## config.mk

```make
export PLATFORM = sky130hd
export DESIGN_NAME = program_loader
export DESIGN_NICKNAME = d
export VERILOG_FILES = /design/src/rtl/loader_pkg.sv /design/src/rtl/byte_packer.sv /design/src/rtl/program_loader.sv
export SDC_FILE = /design/constraint.sdc
export NUM_CORES = 1
export LEC_CHECK = 0
export CORE_UTILIZATION = 60
export DETAILED_ROUTE_END_ITERATION = 10
export PLACE_DENSITY = 0.95
export SLEW_MARGIN = 20
export SYNTH_ARGS = -nofsm -noshare
export SYNTH_HDL_FRONTEND = slang
export SYNTH_SLANG_ARGS = --single-unit
```

## constraint.sdc

```tcl
create_clock -name clock -period 8.6 [get_ports clock]
set_clock_uncertainty 0.05 [all_clocks]
set_input_delay 1.72 -clock clock [delete_from_list [all_inputs] [get_ports clock]]
set_output_delay 1.72 -clock clock [all_outputs]
set_load 0.01 [all_outputs]
```

## src/rtl/loader_pkg.sv

```systemverilog
// Shared types and constants for program_loader and its byte_packer.
// The optional trailing checksum is enabled with PROGRAM_LOADER_CHECKSUM_EN.
package loader_pkg;

  typedef enum logic [2:0] {
    S_LEN  = 3'd0,
    S_DATA = 3'd1,
    S_CSUM = 3'd2,
    S_DONE = 3'd3,
    S_ERR  = 3'd4
  } state_t;

  localparam int LEN_BYTES  = 4;
  localparam int WORD_BYTES = 4;

  function automatic logic is_terminal(input state_t s);
    return (s == S_DONE) || (s == S_ERR);
  endfunction

endpackage

```

## src/rtl/byte_packer.sv

```systemverilog
// Packs a byte stream little-endian into 32-bit words; word_valid is
// combinational and marks the byte that completes a word.
module byte_packer
  import loader_pkg::*;
(
  input  logic        clock,
  input  logic        reset,
  input  logic        in_valid,
  input  logic [7:0]  in_data,
  output logic        word_valid,
  output logic [31:0] word
);

  localparam logic [1:0] LAST_BYTE = 2'(WORD_BYTES - 1);

  logic [1:0]  cnt_q;
  logic [23:0] shreg_q;

  // The completing byte lands in the top lane without an extra cycle.
  assign word       = {in_data, shreg_q};
  assign word_valid = in_valid && (cnt_q == LAST_BYTE);

  always_ff @(posedge clock) begin
    if (reset) begin
      cnt_q   <= 2'd0;
      shreg_q <= 24'd0;
    end else if (in_valid) begin
      cnt_q   <= cnt_q + 2'd1;
      shreg_q <= {in_data, shreg_q[23:8]};
    end
  end

endmodule

```

## src/rtl/program_loader.sv

```systemverilog
// Loads a length-prefixed little-endian program image from the UART byte
// stream into BRAM; PROGRAM_LOADER_CHECKSUM_EN adds a trailing XOR byte check.
module program_loader
  import loader_pkg::*;
#(
  parameter logic [31:0] BRAM_SIZE = 32'h0000_6c00,
  parameter logic [31:0] BASE_ADDR = 32'h0000_0000
) (
  input  logic        clock,
  input  logic        reset,
  input  logic        rx_valid,
  input  logic [7:0]  rx_data,
  output logic        bram_en,
  output logic        bram_we,
  output logic [31:0] bram_addr,
  output logic [31:0] bram_wd,
  output logic        busy,
  output logic        done,
  output logic        error,
  output logic [2:0]  dbg_state
);

`ifdef PROGRAM_LOADER_CHECKSUM_EN
  localparam state_t AFTER_DATA = S_CSUM;
`else
  localparam state_t AFTER_DATA = S_DONE;
`endif

  state_t      state_q, state_d;
  logic [31:0] len_q, len_d;
  logic [31:0] idx_q, idx_d;
  logic        started_q;
  logic        accept;
  logic        word_valid;
  logic [31:0] word;
  logic        wr_d;
  logic        len_err;
  logic        done_d;
  logic        error_d;

  // Only the length and payload bytes go through the packer.
  assign accept    = rx_valid && ((state_q == S_LEN) || (state_q == S_DATA));
  assign dbg_state = state_q;

  byte_packer u_packer (
    .clock      (clock),
    .reset      (reset),
    .in_valid   (accept),
    .in_data    (rx_data),
    .word_valid (word_valid),
    .word       (word)
  );

`ifdef PROGRAM_LOADER_CHECKSUM_EN
  logic [7:0] csum_q;

  always_ff @(posedge clock) begin
    if (reset) begin
      csum_q <= 8'd0;
    end else if (accept && (state_q == S_DATA)) begin
      csum_q <= csum_q ^ rx_data;
    end
  end
`endif

  always_comb begin
    state_d = state_q;
    len_d   = len_q;
    idx_d   = idx_q;
    wr_d    = 1'b0;
    len_err = 1'b0;
    case (state_q)
      S_LEN: begin
        if (word_valid) begin
          len_d = word;
          idx_d = 32'd0;
          if (word > BRAM_SIZE) begin
            state_d = S_ERR;
            len_err = 1'b1;
          end else if (word == 32'd0) begin
            state_d = AFTER_DATA;
          end else begin
            state_d = S_DATA;
          end
        end
      end
      S_DATA: begin
        if (word_valid) begin
          wr_d  = 1'b1;
          idx_d = idx_q + 32'd1;
          if (idx_q == (len_q - 32'd1)) begin
            state_d = AFTER_DATA;
          end
        end
      end
`ifdef PROGRAM_LOADER_CHECKSUM_EN
      S_CSUM: begin
        if (rx_valid) begin
          state_d = (rx_data == csum_q) ? S_DONE : S_ERR;
        end
      end
`endif
      default: begin
        state_d = state_q;
      end
    endcase
  end

  // done/error trail the terminal state by one cycle so they follow the last
  // write pulse; a length error is flagged immediately since nothing is written.
  assign done_d  = done  || (state_q == S_DONE);
  assign error_d = error || (state_q == S_ERR) || len_err;

  always_ff @(posedge clock) begin
    if (reset) begin
      state_q   <= S_LEN;
      len_q     <= 32'd0;
      idx_q     <= 32'd0;
      started_q <= 1'b0;
      bram_en   <= 1'b0;
      bram_we   <= 1'b0;
      bram_addr <= 32'd0;
      bram_wd   <= 32'd0;
      busy      <= 1'b0;
      done      <= 1'b0;
      error     <= 1'b0;
    end else begin
      state_q   <= state_d;
      len_q     <= len_d;
      idx_q     <= idx_d;
      started_q <= started_q || accept;
      bram_en   <= wr_d;
      bram_we   <= wr_d;
      if (wr_d) begin
        bram_addr <= BASE_ADDR + idx_q;
        bram_wd   <= word;
      end
      busy      <= !done_d && !error_d && !is_terminal(state_q) && (started_q || accept);
      done      <= done_d;
      error     <= error_d;
    end
  end

endmodule

```

==> impl_metrics.toml <==
[outcome]
outcome = "complete, but fails checks"
violations = "DRC"

[global_route]
grt_max_degree = 100
track_usage_pct = 29.3
grt_pass1_wl_um = 29600
grt_overflow = 0
antenna_found_initial = 0
first_global_vias = 6242

[worst_setup_path]
startpoint = "rx_valid"
cp-end-kind = "flop"
cp.arrival_ps = 4550
r2r_end = "dbg_state[1]"
reg2reg_from = "len_q[2]"
required_ps = 8910
ff2ff_path_depth = 8
crit_fanout = 11
setup.worst_path.start_class = "primary input"
ff2ff_setup_slack_ps = 5170
critPathKind = "primary input to flop"

[timing]
hold_violations = 0
fin_crit_ps = 4240
fin_ws_ps = 4360
tns_ps = 0
slew_headroom_pct = 32.5
setup_violations = 0
tightest_slew_ps = 1010
grt_setup_unrepaired = "no"
slew_violations = 0
fmax_ghz = 0.236
fin_crit_sh_pct = 49.4

[floorplan]
die_y_um = 112
chipWidth_um = 112
core_um2 = 11600
initial_utilization_pct = 62.6
num_io_pins = 83
num_rows = 39
design.die.area_um2 = 12500

[routing]
dr.pass1.iters = 11
drc = 5
drt-initial-drc-count = 573
dr_total_vias = 6757
ant_nets = 0
via_per_inst = 5.87
wire_per_inst_um = 15.3
routed_wl_um = 17600

[clocking]
root_buffer = "clkbuf_16"
cts_tree = "built"
cts_hold_buf = 0
cts_setup_buffers = 0
cts.clk_slew.worst_paths_ps = 60
insertion_delay_ps = 430
cts_max_level = 4
cts_resized = 0
cts_buffer_depth = 2
cts_inserted_buffers = 17
clock-sinks = 162

[cells_and_area]
stdcell_count = 1151
nets = 1009
fill_cells = 823
area.growth.synth_to_final_pct = 19.4
drive_gt1_share_pct = 6.55
n_antenna_cell = 0

[synthesis]
ys_warn_count = 0
synth_edf_count = 0
synth_cell_types = 55
synthCells = 946
async_reset_ff_share_pct = 0
synth.most_common_cell = "nand2_1"
netlist.area_leader.share_pct = 44.8
ys_seq_elements = 162
synth.net_count = 960
synthesis.area_um2 = 7240
ys_seq_area_share_pct = 44.8
yosys-top-cells-area = "dfxtp_1 (45%), nand2_1 (15%), a21oi_1 (9.2%)"
synth_common_cells = "nand2_1 (283), dfxtp_1 (162), a21oi_1 (133), nor2_1 (75), clkbuf_1 (55)"
ys.flop_type = "dfxtp_1"
synth.largest_area_cell = "dfxtp_1"
avgSynthCellArea_um2 = 7.65

[power]
peakVddDrop_v = 0.000152
p_sw_uw = 363
clkPwrFrac_pct = 46.7
p_sw_share_pct = 23.4
total_leakage_power_nw = 2.99
seqPwrFrac_pct = 49.5
power_frac_comb_pct = 3.8
p_int_mw = 1.19
powerDensity_nw_per_um2 = 179

[placed_design]
pre_cts_slack_ps = 3970
finalWeightedCongestion = 0.912
dp_hpwl_um = 11500
dp_cells = 1119
portBuffers = 82

[worst_hold_path]
min_from = "bram_addr[7]"
hp-class = "flop to flop"
hold_path_depth = 2
hold_end = "bram_addr[7]"

[run]
maxCapViolations = 0
[power groups by stage]
stage               combinational [mW]  clock [mW]  sequential (mW)
finish                          0.0586       0.725            0.768
global placement                0.0552           0            0.784
CTS                             0.0578       0.731            0.768
detailed placement              0.0563           0            0.784
floorplan                       0.0392           0            0.781
global route                    0.0641       0.768            0.768
[worst max path at each step]
stage,endpoint,slack [ps],depth (start not counted)
after floorplan,dbg_state[1],4750,8
after global routing,dbg_state[1],4220,9
after CTS,dbg_state[1],4390,9
final,dbg_state[1],4360,9
after detailed placement,dbg_state[1],3970,9
after global placement,dbg_state[1],4080,9
[kinds of logic after synthesis]
group | after synthesis | share of synthesized area, %
buffers and inverters | 68 | 3.59
adder cells (fa/ha/maj) | 3 | 0.519
XOR/XNOR | 57 | 6.90
multiplexers | 6 | 0.916
AO/OA/AOI/OAI | 173 | 13.1
flip-flops | 162 | 44.8
AND/OR/NAND/NOR | 477 | 30.2
[routing by layer]
metal  track usage, %  share of wire [%]  up-vias
li1                 -                  -     3284
met1             37.8                 44     3120
met2             47.2                 46      301
met3             6.37                7.3       52
met4             12.8                2.8        0
met5                0                  0        -
[layout make-up]
cell class | instances | area (um2) | share of cell area [%]
multi-input cells | 716 | 3750 | 43.4
repair buffers | 90 | 878 | 10.2
flip-flops and latches | 162 | 3240 | 37.5
inverters | 8 | 30.0 | 0.347
clock inverters | 13 | 124 | 1.43
clock buffers | 19 | 443 | 5.12
well taps | 143 | 179 | 2.07
[critical path, stage by stage]
cell	delay [ps]
clkdlybuf4s50_1	500
nor3b_2	200
nand2_1	350
nor4_1	430
o2111ai_1	160
nor4b_1	310
nand4_1	120
or4_1	540
a211oi_2	220
[cells in the final DEF (no fill, tap or decap), types with 9 or more instances in the layout]
| cell | Yosys | layout |
|---|---|---|
| xnor2_1 | 35 | 35 |
| nor3_1 | 18 | 18 |
| nand4_1 | 16 | 16 |
| nand3_1 | 19 | 19 |
| a21oi_1 | 133 | 133 |
| clkdlybuf4s50_1 | 0 | 81 |
| xor2_1 | 22 | 22 |
| nor2_1 | 75 | 73 |
| buf_4 | 1 | 9 |
| o21ai_0 | 14 | 14 |
| dfxtp_1 | 162 | 162 |
| nand2_1 | 283 | 282 |
| clkbuf_16 | 0 | 17 |
| nor4_1 | 15 | 15 |
[through the flow]
step	power, mW	hold slack (ps)	area [um2]	util [%]
after floorplan	0.820	390	7240	-
after global placement	0.839	393	8080	69.9
after detailed placement	0.841	396	8080	69.9
after CTS	1.56	404	8650	74.8
after global routing	1.60	416	8650	74.8
final	1.55	399	8650	74.8
[registers in the layout (all words and copies together), names as in the netlist]
name,cells
len_q,32
u_packer.cnt_q,2
done,1
bram_wd,32
busy,1
error,1
idx_q,32
bram_we,1
started_q,1
bram_addr,32
dbg_state,3
u_packer.shreg_q,24
No activity file was read; power rests on OpenSTA's default activity.
